$ cat config.mk
export PLATFORM = sky130hd
export DESIGN_NAME = ace_keymap
export DESIGN_NICKNAME = d
export VERILOG_FILES = /design/src/rtl/ace_keymap.sv
export SDC_FILE = /design/constraint.sdc
export NUM_CORES = 1
export LEC_CHECK = 0
export BUFFER_PORTS_ARGS = -buffer_cell sky130_fd_sc_hd__buf_2
export CAP_MARGIN = 20
export CORE_ASPECT_RATIO = 0.8
export CORE_UTILIZATION = 35
export CTS_CLUSTER_DIAMETER = 60
export DETAILED_ROUTE_END_ITERATION = 12
export PLACE_DENSITY = 0.6
export REMOVE_ABC_BUFFERS = 1
export SETUP_SLACK_MARGIN = 0.05
export SYNTH_ARGS = -nofsm -noshare
export SYNTH_HDL_FRONTEND = slang
export SYNTH_SLANG_ARGS = --single-unit
$ cat constraint.sdc
create_clock -name clk_sys -period 3.1 [get_ports clk_sys]
set_input_delay 0.775 -clock clk_sys [delete_from_list [all_inputs] [get_ports clk_sys]]
set_output_delay 0.775 -clock clk_sys [all_outputs]
set_load 0.01 [all_outputs]
$ cat src/rtl/ace_keymap.sv
// Maps MiSTer PS/2 key events onto the Jupiter Ace 8x5 keyboard matrix, with virtual-SHIFT
// compound keys and a hold timer that stretches short taps past the 50 Hz keyboard scan.
module ace_keymap #(
    parameter int unsigned HOLD_CYCLES = 1300000
) (
    input  logic        clk_sys,
    input  logic        reset,
    input  logic [10:0] ps2_key,
    input  logic [7:0]  kbd_row,
    output logic [4:0]  kbd_col
);

    localparam logic [20:0] HoldLoad = 21'(HOLD_CYCLES);

    logic [10:0] ev_q, ev_d;
    logic        tog_q, tog_d;
    logic [39:0] phys_q, phys_d;
    logic [39:0] pend_q, pend_d;
    logic [4:0]  comp_q, comp_d;
    logic [4:0]  pendc_q, pendc_d;
    logic [20:0] hold_cnt_q, hold_cnt_d;

    logic        key_hit;
    logic [5:0]  key_idx;
    logic        comp_hit;
    logic [2:0]  comp_idx;
    logic        ev_fire;
    logic        expire;
    logic [39:0] eff;
    logic [4:0]  col_acc;

    // Scancode decode; bit8 only matters for the arrow keys.
    always_comb begin
        key_hit = 1'b1;
        key_idx = 6'd0;
        case (ev_q[7:0])
            8'h12, 8'h59: key_idx = 6'd0;
            8'h14: key_idx = 6'd1;
            8'h1A: key_idx = 6'd2;
            8'h22: key_idx = 6'd3;
            8'h21: key_idx = 6'd4;
            8'h1C: key_idx = 6'd5;
            8'h1B: key_idx = 6'd6;
            8'h23: key_idx = 6'd7;
            8'h2B: key_idx = 6'd8;
            8'h34: key_idx = 6'd9;
            8'h15: key_idx = 6'd10;
            8'h1D: key_idx = 6'd11;
            8'h24: key_idx = 6'd12;
            8'h2D: key_idx = 6'd13;
            8'h2C: key_idx = 6'd14;
            8'h16: key_idx = 6'd15;
            8'h1E: key_idx = 6'd16;
            8'h26: key_idx = 6'd17;
            8'h25: key_idx = 6'd18;
            8'h2E: key_idx = 6'd19;
            8'h45: key_idx = 6'd20;
            8'h46: key_idx = 6'd21;
            8'h3E: key_idx = 6'd22;
            8'h3D: key_idx = 6'd23;
            8'h36: key_idx = 6'd24;
            8'h4D: key_idx = 6'd25;
            8'h44: key_idx = 6'd26;
            8'h43: key_idx = 6'd27;
            8'h3C: key_idx = 6'd28;
            8'h35: key_idx = 6'd29;
            8'h5A: key_idx = 6'd30;
            8'h4B: key_idx = 6'd31;
            8'h42: key_idx = 6'd32;
            8'h3B: key_idx = 6'd33;
            8'h33: key_idx = 6'd34;
            8'h29: key_idx = 6'd35;
            8'h3A: key_idx = 6'd36;
            8'h31: key_idx = 6'd37;
            8'h32: key_idx = 6'd38;
            8'h2A: key_idx = 6'd39;
            default: key_hit = 1'b0;
        endcase

        comp_hit = 1'b0;
        comp_idx = 3'd0;
        if (ev_q[7:0] == 8'h66) begin
            comp_hit = 1'b1;
        end else if (ev_q[8]) begin
            case (ev_q[7:0])
                8'h6B: begin comp_hit = 1'b1; comp_idx = 3'd1; end
                8'h72: begin comp_hit = 1'b1; comp_idx = 3'd2; end
                8'h75: begin comp_hit = 1'b1; comp_idx = 3'd3; end
                8'h74: begin comp_hit = 1'b1; comp_idx = 3'd4; end
                default: ;
            endcase
        end
    end

    always_comb begin
        ev_d       = ps2_key;
        tog_d      = ev_q[10];
        ev_fire    = ev_q[10] != tog_q;
        expire     = hold_cnt_q == 21'd1;
        hold_cnt_d = (hold_cnt_q != '0) ? hold_cnt_q - 21'd1 : '0;
        phys_d     = phys_q;
        pend_d     = pend_q;
        comp_d     = comp_q;
        pendc_d    = pendc_q;

        if (expire) begin
            phys_d  = phys_q & ~pend_q;
            comp_d  = comp_q & ~pendc_q;
            pend_d  = '0;
            pendc_d = '0;
        end

        // A release landing on the expiry cycle (count 1) is applied at once.
        if (ev_fire && key_hit) begin
            if (ev_q[9]) begin
                phys_d[key_idx] = 1'b1;
                pend_d[key_idx] = 1'b0;
                hold_cnt_d      = HoldLoad;
            end else if (hold_cnt_q > 21'd1) begin
                pend_d[key_idx] = 1'b1;
            end else begin
                phys_d[key_idx] = 1'b0;
            end
        end

        if (ev_fire && comp_hit) begin
            if (ev_q[9]) begin
                comp_d[comp_idx]  = 1'b1;
                pendc_d[comp_idx] = 1'b0;
                hold_cnt_d        = HoldLoad;
            end else if (hold_cnt_q > 21'd1) begin
                pendc_d[comp_idx] = 1'b1;
            end else begin
                comp_d[comp_idx] = 1'b0;
            end
        end
    end

    always_ff @(posedge clk_sys) begin
        if (reset) begin
            ev_q       <= ps2_key;
            tog_q      <= ps2_key[10];
            phys_q     <= '0;
            pend_q     <= '0;
            comp_q     <= '0;
            pendc_q    <= '0;
            hold_cnt_q <= '0;
        end else begin
            ev_q       <= ev_d;
            tog_q      <= tog_d;
            phys_q     <= phys_d;
            pend_q     <= pend_d;
            comp_q     <= comp_d;
            pendc_q    <= pendc_d;
            hold_cnt_q <= hold_cnt_d;
        end
    end

    // Compound keys: Backspace->0, Left->5, Down->6, Up->7, Right->8, all with SHIFT.
    always_comb begin
        eff = phys_q;
        if (comp_q[0]) eff[20] = 1'b1;
        if (comp_q[1]) eff[19] = 1'b1;
        if (comp_q[2]) eff[24] = 1'b1;
        if (comp_q[3]) eff[23] = 1'b1;
        if (comp_q[4]) eff[22] = 1'b1;
        if (|comp_q)   eff[0]  = 1'b1;

        col_acc = '0;
        for (int r = 0; r < 8; r++) begin
            if (!kbd_row[r]) col_acc = col_acc | eff[r*5 +: 5];
        end
        kbd_col = ~col_acc;
    end

endmodule

* Yosys cells after proc, flatten, opt, wreduce, memory -nomap -nowiden
Index checks and enable logic that the tools add are counted.
** Cells by class
- Equal/unequal tests :: 48
- Multiplexer cells :: 48
- Reductions and logical operators :: 8
- Bitwise operators :: 22
- $add $sub $neg :: 1
- Order comparisons :: 5
** Operators with widths (count)
- 40-bit two-way mux :: 8
- 6-bit case mux with 39 select lines :: 1
- 8-bit by 6-bit equality test with 1-bit output, second input constant :: 23
- 40-bit AND :: 3
- 8-bit by 7-bit equality test with 1-bit output, second input constant :: 14
- 21-bit two-way mux :: 5
- 5-bit two-way mux :: 16
- 40-bit inverter :: 2
- 40-bit bitwise OR :: 2
- 8-bit by 5-bit equality test with 1-bit output, second input constant :: 9
- 5-bit bitwise OR :: 9
- 41-bit OR reduction :: 1
- 21-bit by 1-bit equality test with 1-bit output, second input constant :: 1
- 21-bit by 1-bit greater-than comparator with 1-bit output, second input constant :: 1
- 21-bit nonzero test :: 1
- 21-bit by 1-bit subtractor with 21-bit output, second input constant :: 1
- 5-bit AND :: 3
- 5-bit inverter :: 3
- 1-bit two-way mux :: 13
- 3-bit case mux with 4 select lines :: 1
- 6-bit by 7-bit less-than comparator with 1-bit output, second input constant :: 1
- 1-bit demux with 6-bit select :: 1
- 6-bit by 1-bit >= comparator with 1-bit output, second input constant :: 1
- 3-bit two-way mux :: 2
- 7 further kinds :: 10
** Word-level totals
- Input bits :: 21
- Register bits :: 123

* Logic depth before layout (Yosys ltp)
Gate-level depths: netlist (run 1).
- Depth after elaboration :: 18
- Mapped depth :: 10

* Least setup slack after synthesis (run 1)
OpenSTA, ideal clock, no wires.
- Path type :: reg-to-reg
- Start point :: register hold_cnt_q[13]
- End point :: register pend_q[9]
- Arrival time :: 2322 ps
- Cell stages (with the launch flop) :: 9
- Data required time :: 2958 ps
- Path buffers :: 3
- Setup slack :: 635 ps
- Library setup time :: 142 ps
- Path through :: dfxtp_1 -> or3_1 -> or4b_1 -> clkbuf_1 -> or3_1 -> buf_2 -> clkbuf_1 -> a22oi_1 -> a211oi_1
** Between the ends
- Cells in the longest elaborated chain, start to end :: 6
** Ends and longest elaborated chain
- from (decl) :: RTL line 21 : logic [20:0] hold_cnt_q, hold_cnt_d;
- from (signal assigned) :: RTL line 155 : hold_cnt_q <= hold_cnt_d;
- branches (longest 5 deep; another with 21-bit by 1-bit greater-than comparator with 1-bit output)
- 40-bit two-way mux (*) :: RTL line 114 : if (ev_fire && key_hit) begin
- to (signal assigned) :: RTL line 152 : pend_q <= pend_d;
- to (decl) :: RTL line 18 : logic [39:0] pend_q, pend_d;
Mark *: on every way between the ends.
A chain may end at the register's enable or synchronous reset.

* Worst setup path in the final report (run 1)
- Start point :: register ev_q[1]
- End point :: register hold_cnt_q[11]
** Between the ends
- Cells in the longest elaborated chain, start to end :: 7
** Ends and longest elaborated chain
- from (decl) :: RTL line 15 : logic [10:0] ev_q, ev_d;
- from (signal assigned) :: RTL line 141 : ev_q <= ps2_key;
- from (signal assigned) :: RTL line 149 : ev_q <= ev_d;
- 8-bit by 6-bit equality test with 1-bit output (tied with other cells) :: RTL line 36 : case (ev_q[7:0])
- 41-bit OR reduction (no line) / 4-bit OR reduction (equally long branches)
- 1-bit two-way mux, on equally long branches :: RTL line 36, 85
- 1-bit logical AND / 1-bit two-way mux (equally long branches) :: RTL line 114, 84
- 21-bit two-way mux / 1-bit two-way mux (equally long branches) :: RTL line 114, 82
- 21-bit two-way mux / 1-bit logical AND (equally long branches) :: RTL line 127, 126
- 21-bit two-way mux (*) :: RTL line 126 : if (ev_fire && comp_hit) begin
Every way passes the cells marked *; elsewhere a longest branch is shown, timed or not.

==> PnR_summary.wiki, run 1 <==
{| class="wikitable"
! Metric !! Value
|-
| Share of cells above drive strength 1 || 0.1562
|-
| Data required time at the worst endpoint || around 3500 ps
|-
| Effective utilization at floorplan || 0.3588
|-
| Filler cell count in the final layout || about 1800
|-
| Pin count of the biggest net entering global routing || 63
|-
| DIE AREA || about 19000 µm²
|-
| Synthesized flop and latch total || between 100 and 150
|-
| Final routed wire length divided by cell count || around 19 µm
|-
| Basic-gate share of the synthesized area counting and, or, nand and nor cells || 0.2195
|-
| Detailed-routed wire length on met3 || roughly 1600 µm
|-
| Type of element capturing the critical path || register
|-
| Post-synthesis instance total || ~750
|-
| Horizontal die dimension || 154.8 µm
|-
| Grt total ovfl || 0
|-
| Unrepaired setup endpoints after global routing || no
|-
| Cell at the root of the clock tree || sky130_fd_sc_hd__clkbuf_16
|-
| Number of rows in the core area || 44
|-
| Post-cts hold buffer count || 0
|-
| Tightest Pin Transition || 725.5 ps
|-
| Total routed wirelength || 19300 µm
|-
| Via count of the first global-routing pass || 5509
|-
| Setup violators final || 0
|-
| Post-cts resize count || 0
|-
| Pwr per Cell Area || about 660 nW/µm²
|-
| Normalized max-slew margin || 0.5119
|-
| Achievable clock frequency || roughly 360 MHz
|-
| Leakage power || between 2 and 3 nW
|-
| Number of enable flip-flop cells after synthesis || 0
|-
| Multiplexer fraction of the synthesized cell area || 0.004785
|-
| Residual DRC count || 0
|-
| Post-layout util || 0.4225
|-
| Aggregate global-route resource usage || 0.2054
|-
| Top Ports || 26
|-
| Sequential fraction of the synthesis area || 0.3767
|-
| Routed metal-1 wire length || 9629 µm
|-
| Number of sinks on the clock net || approximately 120
|-
| Clock latency on the worst-skew pair || between 400 and 500 ps
|-
| Diode insertion count for antenna repair || 0
|-
| Slew Limit Fails || 0
|-
| Element type at the critical path start || register
|-
| Warnings, synthesis || 0
|-
| Met2 Routed Length || between 7000 and 8000 µm
|-
| Part of the cycle the worst path needs || 0.9077
|-
| Number of endpoints with negative hold slack in the final report || 0
|-
| Post-synth design cell area || 6538 µm²
|-
| Count of nets left with antenna violations after detail routing || 0
|-
| Worst setup slack after placement || between 300 and 400 ps
|-
| Area share of xor/xnor cells in the synthesized design || 0.02411
|-
| First-pass iteration count of the detailed router || 7
|-
| Post-CTS Setup Repair Bufs || 0
|-
| Area growth from synthesis to layout || 17.76%
|-
| Min Clock Period, post-route || ~2800 ps
|-
| CORE AREA || 18220 µm²
|-
| Area share of fa/ha/maj cells after synthesis || 0.003828
|-
| Placed cell area || approximately 7100 µm²
|-
| H-tree depth || 4
|-
| Via count || approximately 6100
|-
| Post-route cell area || slightly below 8000 µm²
|-
| Final net count || between 700 and 800
|-
| Count of routing violations after the opening detailed-route iteration || about 650
|-
| Global placer's final weighted congestion || 0.8899
|-
| Biggest fanout along the worst timing path || 12
|-
| Post-DP HPWL || between 10000 and 15000 µm
|-
| Average via count per standard cell || between 5 and 6
|-
| Synth Area in Compound Gates || 0.3164
|-
| Maximum capacitance violations || 0
|-
| Die H || ~120 µm
|-
| Per-instance average area after synthesis || about 8.7 µm²
|-
| Primary FF master, synth || sky130_fd_sc_hd__dfxtp_1
|-
| Antenna violations before repair || 0
|-
| Distinct cell type count of the synthesized netlist || 76
|-
| Status || complete, no violations
|-
| Min-Delay Path Class || in -> reg
|-
| Port Buffers || 25
|-
| Number of buffers on the longest clock path || 2
|-
| Start-to-end type of the worst setup path || reg -> reg
|-
| Proportion of synthesized flip-flops having asynchronous set or reset || 0
|-
| Arrival time reported for the critical path endpoint || ~3200 ps
|-
| Global-route wire length before repair || between 30000 and 40000 µm
|-
| Maximum vdd drop || 0.0003525 V
|-
| CTS clock-pin slew for the worst setup and hold paths || around 60 ps
|-
| Highest metal used || met4
|-
| Main combinational cell family by area after synthesis || compound AO/OA/AOI/OAI gates
|-
| Setup slack of the critical path after layout || approximately 290 ps
|-
| Clock tree from TritonCTS || done
|-
| Fin Clk Skew || roughly 8.6 ps
|-
| CTS Buf Count || 17
|}
-- through the flow --
step                hold slack (ps)  total power, W  TNS (ps)  instances
floorplan                     437.5        0.002515    -27280        686
global placement              466.8        0.002921         0       1002
detailed placement            469.7        0.002931         0       1002
CTS                           438.8        0.005124         0       1034
global route                  436.8        0.005336         0       1034
finish                        448.3        0.005090         0       1034
-- final timing paths --
path,startpoint,end,depth (start not counted),slack (ps)
min reg2reg,pendc_q[3],pendc_q[3],2,480
max,ev_q[1],hold_cnt_q[11],6,290
min,ps2_key[8],ev_q[8],1,450
max reg2reg,ev_q[1],hold_cnt_q[11],6,290
-- registers in the layout, indices dropped and copies added (netlist names) --
signal      cells
tog_q           1
ev_q           11
comp_q          5
hold_cnt_q     21
phys_q         40
pendc_q         5
pend_q         40
-- cell usage after synthesis, drive strengths merged (3+ instances only) --
cell	count	share of area
or4b	5	0.0082
nor4b	5	0.0077
o22ai	3	0.0029
nor2	66	0.038
or4	4	0.0046
a21oi	25	0.025
a211oi	43	0.049
o211ai	6	0.0069
nor2b	11	0.011
a31o	3	0.0040
o21ai	15	0.011
nor3	13	0.011
xor2	11	0.015
nand4b	4	0.0054
o31ai	3	0.0034
xnor2	7	0.0094
a311oi	3	0.0040
buf	24	0.019
inv	18	0.010
clkbuf	44	0.025
nand2b	49	0.047
a31oi	6	0.0057
a22oi	49	0.056
nand3	18	0.014
and2	4	0.0038
nor4	13	0.014
and3	9	0.0086
nand2	25	0.014
o211a	3	0.0046
nand4	5	0.0048
a32oi	6	0.0080
a221oi	42	0.056
nor3b	4	0.0046
or3	5	0.0048
dfxtp	123	0.38
a21o	38	0.044
a221o	3	0.0046
-- critical path, stage by stage (launching register included) --
cell,delay (ps)
sky130_fd_sc_hd__dfxtp_1,500
sky130_fd_sc_hd__or4bb_2,290
sky130_fd_sc_hd__nor2_1,70
sky130_fd_sc_hd__or4_1,560
sky130_fd_sc_hd__a2111o_1,450
sky130_fd_sc_hd__or4b_4,670
sky130_fd_sc_hd__a22oi_1,200
-- cell usage in the layout (no fill, tap or decap), types with 6 or more instances in the layout --
| cell | instances |
|---|---|
| sky130_fd_sc_hd__a31oi_1 | 6 |
| sky130_fd_sc_hd__nor4_1 | 11 |
| sky130_fd_sc_hd__xnor2_1 | 7 |
| sky130_fd_sc_hd__buf_4 | 34 |
| sky130_fd_sc_hd__a22oi_1 | 49 |
| sky130_fd_sc_hd__a21oi_2 | 10 |
| sky130_fd_sc_hd__o21ai_0 | 15 |
| sky130_fd_sc_hd__nand2b_1 | 49 |
| sky130_fd_sc_hd__xor2_1 | 11 |
| sky130_fd_sc_hd__dfxtp_1 | 123 |
| sky130_fd_sc_hd__nor2b_1 | 11 |
| sky130_fd_sc_hd__inv_1 | 18 |
| sky130_fd_sc_hd__nor3_1 | 11 |
| sky130_fd_sc_hd__a221oi_1 | 42 |
| sky130_fd_sc_hd__a32oi_1 | 6 |
| sky130_fd_sc_hd__nor2_1 | 64 |
| sky130_fd_sc_hd__nand3_1 | 18 |
| sky130_fd_sc_hd__o211ai_1 | 6 |
| sky130_fd_sc_hd__buf_2 | 25 |
| sky130_fd_sc_hd__nand2_1 | 25 |
| sky130_fd_sc_hd__clkbuf_16 | 17 |
| sky130_fd_sc_hd__a211oi_1 | 43 |
| sky130_fd_sc_hd__a21oi_1 | 15 |
| sky130_fd_sc_hd__and3_1 | 9 |
| sky130_fd_sc_hd__a21o_1 | 38 |
-- kinds of logic after synthesis --
group                    Yosys count
AO/OA/AOI/OAI                    270
XOR/XNOR                          18
adder cells (fa/ha/maj)            2
buffers and inverters             86
flip-flops                       123
multiplexers                       3
AND/OR/NAND/NOR                  252
-- power breakdown --
part | internal (W) | total, W | switching (W)
Combinational | 0.000379 | 0.00116 | 0.000776
Sequential | 0.00167 | 0.00175 | 0.0000820
Clock | 0.00139 | 0.00218 | 0.000796
Total | 0.00344 | 0.00509 | 0.00165
-- routing by layer --
layer / track usage / vias to the layer above
met5: 0 / -
met4: 0.05824 / 0
met3: 0.05482 / 15
met2: 0.2800 / 240
met1: 0.3098 / 2944
li1: - / 2911
-- final cells by class --
class                      count  area [µm²]  area share
multi-input combinational    545        3745      0.4864
sequential                   123        2462      0.3198
timing repair buffer          63       460.4     0.05981
clock buffer                  18       439.2     0.05705
tap                          253       316.6     0.04112
clock inverter                14       207.7     0.02698
inverter                      18       67.56    0.008776
No activity file was read; power rests on OpenSTA's default activity.
==> inputs of run 2 (changes only) <==
Settings changed: CORE_UTILIZATION 35 to 45, HOLD_SLACK_MARGIN set to 0.12, PLACE_DENSITY 0.6 to 0.71.
==> run 2 against run 1 <==
Worst hold slack lost 2.1 ps. Power shrank 1.3%. Wire length grew 1.2%. Critical endpoint unchanged.
==> PnR_summary.wiki, run 2 (synthesized netlist as in run 1, its figures left out) <==
{| class="wikitable"
! Metric !! Value
|-
| Die H || 109.8 µm (-12%)
|-
| Unrepaired setup endpoints after global routing || no
|-
| Residual DRC count || 0 (unchanged)
|-
| Number of sinks on the clock net || 123 (unchanged)
|-
| Switching portion of total power || 0.3276 (+0.002521)
|-
| CTS Buf Count || 17 (unchanged)
|-
| Count of nets left with antenna violations after detail routing || 0 (unchanged)
|-
| Proportion of power drawn by combinational gates || 0.242 (+0.015)
|-
| Min-Delay Path Class || in -> reg
|-
| Post-CTS Setup Repair Bufs || 0 (unchanged)
|-
| Pin count of the biggest net entering global routing || 104 (+65%)
|-
| Maximum vdd drop || 0.0003849 V (+9.2%)
|-
| Sequential power share || 0.349 (+0.005)
|-
| Setup slack of the critical path after layout || 300.0 ps (+13.71 ps)
|-
| First-pass iteration count of the detailed router || 6 (-1)
|-
| Net load switching power || 0.001645 W (-0.58%)
|-
| Leakage power || 2.859 nW (-0.94%)
|-
| Number of buffers on the longest clock path || 2 (unchanged)
|-
| Post-cts resize count || 0 (unchanged)
|-
| Leading cell type in the layout, fill and taps excluded || sky130_fd_sc_hd__dfxtp_1
|-
| Global placer's final weighted congestion || 0.9218 (+3.6%)
|-
| Number of rows in the core area || 39 (-11%)
|-
| Final routed wire length divided by cell count || 20.24 µm (+8.5%)
|-
| CORE AREA || 14250 µm² (-22%)
|-
| Non-filler instance count after layout || 965 (-6.7%)
|-
| Fin Clk Skew || 9.167 ps (+0.5819 ps)
|-
| Clock tree from TritonCTS || done
|-
| Power Internal || 0.003376 W (-1.7%)
|-
| Part of the cycle the worst path needs || 0.9032 (-0.004422)
|-
| Data required time at the worst endpoint || 3450 ps (about the same)
|-
| Total routed wirelength || 19540 µm (+1.2%)
|-
| Most used cells in the layout excluding fill and tap cells || sky130_fd_sc_hd__dfxtp_1, sky130_fd_sc_hd__nor2_1, sky130_fd_sc_hd__a22oi_1, sky130_fd_sc_hd__nand2b_1, sky130_fd_sc_hd__a211oi_1
|-
| Largest registers || pend_q (40), phys_q (40), hold_cnt_q (21)
|-
| Min Clock Period, post-route || 2800 ps (-13.71 ps)
|-
| Grt total ovfl || 0 (unchanged)
|-
| Global-route wire length before repair || 30810 µm (about the same)
|-
| Horizontal die dimension || 136.8 µm (-12%)
|-
| Via count || 6339 (+3.7%)
|-
| Cell Count Post-Placement || 933 (-6.9%)
|-
| Setup violators final || 0 (unchanged)
|-
| Top Ports || 26 (unchanged)
|-
| Cell at the root of the clock tree || sky130_fd_sc_hd__clkbuf_16
|-
| Achievable clock frequency || 357.1 MHz (+0.49%)
|-
| Relative contribution of the clock network to total power || 0.409 (-0.020)
|-
| Status || complete, no violations
|-
| Slew Limit Fails || 0 (unchanged)
|-
| Worst setup slack after placement || 307.0 ps (-7.889 ps)
|-
| Post-DP HPWL || 12820 µm (+0.82%)
|-
| Antenna violations before repair || 0 (unchanged)
|-
| Port Buffers || 25 (unchanged)
|-
| Clock latency on the worst-skew pair || 430 ps (about the same)
|-
| Normalized max-slew margin || 0.3408 (-0.1711)
|-
| Number of endpoints with negative hold slack in the final report || 0 (unchanged)
|-
| Maximum capacitance violations || 0 (unchanged)
|-
| Arrival time reported for the critical path endpoint || 3150 ps (about the same)
|-
| Via count of the first global-routing pass || 5698 (+3.4%)
|-
| Type of element capturing the critical path || register
|-
| Pwr per Cell Area || 664.2 nW/µm² (+0.45%)
|-
| Tightest Pin Transition || 986.5 ps (+261.0 ps)
|-
| Count of routing violations after the opening detailed-route iteration || 843 (+30%)
|-
| Post-cts hold buffer count || 0 (unchanged)
|-
| Average via count per standard cell || 6.569 (+11%)
|-
| Diode insertion count for antenna repair || 0 (unchanged)
|-
| H-tree depth || 4 (unchanged)
|-
| Aggregate global-route resource usage || 0.2691 (+0.06374)
|-
| CTS clock-pin slew for the worst setup and hold paths || 60 ps (about the same)
|-
| Share of cells above drive strength 1 || 0.1536 (-0.002561)
|-
| Area growth from synthesis to layout || 15.66%
|-
| Start-to-end type of the worst setup path || reg -> reg
|-
| Effective utilization at floorplan || 0.4588 (+0.1001)
|-
| Biggest fanout along the worst timing path || 22 (+10)
|-
| Element type at the critical path start || register
|-
| Final net count || 791 (unchanged)
|-
| DIE AREA || 15020 µm² (-22%)
|}
[run 2: cell types whose count changed in the layout (fill, tap and decap cells not counted), sizes merged]
cell	before	now
inv	24	20
clkbuf	18	19
bufinv	4	3
clkinvlp	2	3
clkinv	2	5
[run 2: metal layers]
metal,GRT usage,wire (µm),vias up
met5,0,0,-
met4,0.08968,323,0
met3,0.06408,1576,38
met2,0.4097,8834,326
met1,0.3712,8801,3067
li1,-,-,2908
[run 2: power by group through the flow]
| stage | Clock, W | Sequential, W | Combinational, W |
|---|---|---|---|
| after floorplan | 0 | 0.00178 | 0.000732 |
| after global placement | 0 | 0.00178 | 0.00116 |
| after detailed placement | 0 | 0.00179 | 0.00118 |
| after CTS | 0.00207 | 0.00175 | 0.00120 |
| after global routing | 0.00214 | 0.00177 | 0.00131 |
| final | 0.00205 | 0.00175 | 0.00122 |
[run 2: critical path, stage by stage (launching register included)]
cell	delay (ps)
sky130_fd_sc_hd__dfxtp_1	500
sky130_fd_sc_hd__buf_4	310
sky130_fd_sc_hd__nor2b_1	180
sky130_fd_sc_hd__o221ai_1	270
sky130_fd_sc_hd__o21ai_0	150
sky130_fd_sc_hd__a2111o_1	420
sky130_fd_sc_hd__or4b_4	670
sky130_fd_sc_hd__a22oi_1	200
[run 2: final cells by class]
class / instances / area, µm²
timing repair buffer: 63 / 447.9
clock buffer: 19 / 442.9
sequential: 123 / 2462
clock inverter: 13 / 166.4
inverter: 18 / 67.56
fill: 1255 / 6688
tap: 184 / 230.2
multi-input combinational: 545 / 3744
[run 2: path summary, 6_finish.rpt]
kind	slack [ps]	cells past startpoint	to	from
hold reg to reg	470	2	pendc_q[2]	pendc_q[2]
hold / removal	450	1	ev_q[3]	ps2_key[3]
setup reg to reg	300	7	hold_cnt_q[11]	ev_q[1]
setup / recovery	300	7	hold_cnt_q[11]	ev_q[1]
[run 2: metrics by stage]
| stage | power (W) | hold WS, ps | setup TNS (ps) | instance area [µm²] | utilization |
|---|---|---|---|---|---|
| final | 0.005022 | 446.3 | 0 | 7561 | 0.5306 |
| after global routing | 0.005216 | 435.8 | 0 | 7561 | 0.5306 |
| after CTS | 0.005021 | 436.1 | 0 | 7561 | 0.5306 |
| after detailed placement | 0.002969 | 460.1 | 0 | 6952 | 0.4879 |
| after global placement | 0.002936 | 458.0 | 0 | 6952 | 0.4879 |
| after floorplan | 0.002515 | 437.5 | -27280 | 6247 | - |
==> inputs of run 3 (changes only) <==
Settings changed: MAX_ROUTING_LAYER set to met4.
==> run 3 against run 2 <==
Critical path depth unchanged. Power increased by 3.8%. Fmax increased by 0.35%. First-iteration DRC count increased by 6.2%. Flip-flop and latch count unchanged. Final cell count increased by 0.10%. Utilization increased by 0.44 points. Clock skew increased by 1.0 ps. Setup slack improved by 9.8 ps. Non-clock buffer count increased by 1. Wire length increased by 1.0%. Register-to-register slack about the same.
==> PnR_summary.wiki, run 3 (synthesized netlist as in run 1, its figures left out) <==
{| class="wikitable"
! Metric !! Value
|-
| Status || complete, no violations
|-
| Antenna violations before repair || 0 (unchanged)
|-
| Leakage power || 2.898 nW (+1.4%)
|-
| First-pass iteration count of the detailed router || 8 (+2)
|-
| Start-to-end type of the worst setup path || reg -> reg
|-
| Achievable clock frequency || 358.4 MHz (+0.35%)
|-
| Total routed wirelength || 19740 µm (+1.0%)
|-
| Placed cell area || 6959 µm² (+0.11%)
|-
| Power Internal || 0.003566 W (+5.6%)
|-
| Global-route wire length before repair || 31630 µm (+2.7%)
|-
| DIE AREA || 15020 µm² (unchanged)
|-
| Average via count per standard cell || 6.576 (+0.10%)
|-
| Global placer's final weighted congestion || 0.9159 (-0.64%)
|-
| CTS Buf Count || 17 (unchanged)
|-
| Largest stage delay on the critical path || 640 ps (-30 ps)
|-
| Element type at the critical path start || register
|-
| Grt total ovfl || 0 (unchanged)
|-
| Via count || 6352 (+0.21%)
|-
| Post-cts hold buffer count || 0 (unchanged)
|-
| Count of buffer and inverter cells on the critical path || 1 (unchanged)
|-
| Biggest fanout along the worst timing path || 22 (unchanged)
|-
| Area growth from synthesis to layout || 16.61%
|-
| Port Buffers || 25 (unchanged)
|-
| Filler cell count in the final layout || 1271 (+1.3%)
|-
| Final net count || 792 (+0.13%)
|-
| Horizontal die dimension || 136.8 µm (unchanged)
|-
| Fin Clk Skew || 10.19 ps (+1.024 ps)
|-
| Count of routing violations after the opening detailed-route iteration || 895 (+6.2%)
|-
| Leading cell type in the layout, fill and taps excluded || sky130_fd_sc_hd__dfxtp_1
|-
| Number of endpoints with negative hold slack in the final report || 0 (unchanged)
|-
| Slew Limit Fails || 0 (unchanged)
|-
| Arrival time reported for the critical path endpoint || 3130 ps (-20 ps)
|-
| Tightest Pin Transition || 1030 ps (+43.43 ps)
|-
| Die H || 109.8 µm (unchanged)
|-
| Setup violators final || 0 (unchanged)
|-
| Unrepaired setup endpoints after global routing || no
|-
| Critical path's slowest cell || sky130_fd_sc_hd__or4b_4
|-
| Via count of the first global-routing pass || 5840 (+2.5%)
|-
| H-tree depth || 4 (unchanged)
|-
| M3 GR Usage || 0.05579 (-0.008299)
|-
| Share of cells above drive strength 1 || 0.1560 (+0.002361)
|-
| Count of nets left with antenna violations after detail routing || 0 (unchanged)
|-
| Number of rows in the core area || 39 (unchanged)
|-
| Setup Total Neg Slack || 0 ps (unchanged)
|-
| Normalized max-slew margin || 0.3117 (-0.02902)
|-
| Diode insertion count for antenna repair || 0 (unchanged)
|-
| Min-Delay Path Class || in -> reg
|-
| Cell at the root of the clock tree || sky130_fd_sc_hd__clkbuf_16
|-
| Maximum vdd drop || 0.0005660 V (+47%)
|-
| Post-cts resize count || 0 (unchanged)
|-
| Net load switching power || 0.001649 W (+0.25%)
|-
| Post-CTS Setup Repair Bufs || 0 (unchanged)
|-
| Residual DRC count || 0 (unchanged)
|-
| Number of buffers on the longest clock path || 2 (unchanged)
|-
| Post-DP HPWL || 12950 µm (+0.98%)
|-
| Effective utilization at floorplan || 0.4588 (unchanged)
|-
| CORE AREA || 14250 µm² (unchanged)
|-
| Top Family by Delay on Critical Path || simple AND/OR/NAND/NOR gates
|-
| Part of the cycle the worst path needs || 0.9001 (-0.003151)
|-
| Met2 routing resource usage after global routing || 0.4130 (+0.003263)
|-
| GR Util met1 || 0.3831 (+0.01193)
|-
| Min Clock Period, post-route || 2790 ps (-9.767 ps)
|-
| Number of sinks on the clock net || 123 (unchanged)
|-
| Pwr per Cell Area || 684.0 nW/µm² (+3.0%)
|-
| CTS clock-pin slew for the worst setup and hold paths || 60 ps (about the same)
|-
| Sequential power share || 0.337 (-0.012)
|-
| Pin count of the biggest net entering global routing || 104 (unchanged)
|-
| Final routed wire length divided by cell count || 20.43 µm (+0.93%)
|-
| Top Ports || 26 (unchanged)
|-
| Post-layout util || 0.5350 (+0.004391)
|-
| Post-route cell area || 7624 µm² (+0.83%)
|-
| Maximum capacitance violations || 0 (unchanged)
|-
| Busiest layer in global routing || met2
|-
| Data required time at the worst endpoint || 3440 ps (about the same)
|-
| Aggregate global-route resource usage || 0.2835 (+0.01441)
|-
| Series of cell instances along the critical path || buf_4 > nand2b_1 > a21oi_1 > o21a_1 > nor4_1 > or4b_4 > a22oi_1
|-
| Cell Count Post-Placement || 934 (+0.11%)
|-
| Largest registers || pend_q (40), phys_q (40), hold_cnt_q (21)
|-
| Clock tree from TritonCTS || done
|-
| Proportion of power drawn by combinational gates || 0.234 (-0.008)
|-
| Switching portion of total power || 0.3163 (-0.01136)
|-
| Relative contribution of the clock network to total power || 0.430 (+0.021)
|-
| Most used cells in the layout excluding fill and tap cells || sky130_fd_sc_hd__dfxtp_1, sky130_fd_sc_hd__nor2_1, sky130_fd_sc_hd__a22oi_1, sky130_fd_sc_hd__nand2b_1, sky130_fd_sc_hd__a211oi_1
|-
| Non-filler instance count after layout || 966 (+0.10%)
|-
| Clock latency on the worst-skew pair || 430 ps (about the same)
|-
| Type of element capturing the critical path || register
|}
-- run 3: changes by cell type in the layout (fill, tap and decap cells not counted) --
cell                         change
sky130_fd_sc_hd__bufinv_16       +2
sky130_fd_sc_hd__clkinvlp_4      -2
sky130_fd_sc_hd__buf_4           +1
sky130_fd_sc_hd__clkbuf_1        -1
sky130_fd_sc_hd__clkbuf_8        +1
sky130_fd_sc_hd__clkinv_4        -1
sky130_fd_sc_hd__inv_6           +1
-- run 3: layout make-up --
| class | count | area, µm² | share of cell area |
|---|---|---|---|
| Clock buffer | 19 | 452.9 | 0.05941 |
| Sequential cell | 123 | 2462 | 0.3230 |
| Clock inverter | 13 | 211.5 | 0.02774 |
| Multi-Input combinational cell | 545 | 3744 | 0.4911 |
| Timing Repair Buffer | 64 | 455.4 | 0.05974 |
| Inverter | 18 | 67.56 | 0.008863 |
| Tap cell | 184 | 230.2 | 0.03020 |
-- run 3: path summary, 6_finish.rpt --
kind,from,endpoint,slack [ps],depth (start not counted)
worst max register to register,ev_q[1],hold_cnt_q[11],310,7
worst min register to register,pendc_q[3],pendc_q[3],470,2
worst max-delay path,ev_q[1],hold_cnt_q[11],310,7
worst min-delay path,ps2_key[9],ev_q[9],450,1
-- run 3: through the flow --
stage	hold WS, ps	setup WS [ps]	total power (W)
after global placement	457.7	395.4	0.002937
after detailed placement	465.3	335.2	0.002968
after CTS	443.8	333.9	0.005200
after floorplan	437.5	-1005	0.002515
after global routing	437.4	115.3	0.005432
final	454.7	309.7	0.005215
-- run 3: power by group through the flow --
stage                     logic (W)  clock network, W  registers, W
final                       0.00122           0.00224       0.00176
after global routing        0.00133           0.00233       0.00177
after CTS                   0.00120           0.00225       0.00175
after detailed placement    0.00118                 0       0.00179
after global placement      0.00116                 0       0.00178
after floorplan            0.000732                 0       0.00178
-- run 3: routing by layer --
| metal | wire [µm] | vias to the layer above |
|---|---|---|
| li1 | - | 2916 |
| met1 | 8850 | 3126 |
| met2 | 8961 | 275 |
| met5 | 0 | - |
| met3 | 1525 | 35 |
| met4 | 399 | 0 |
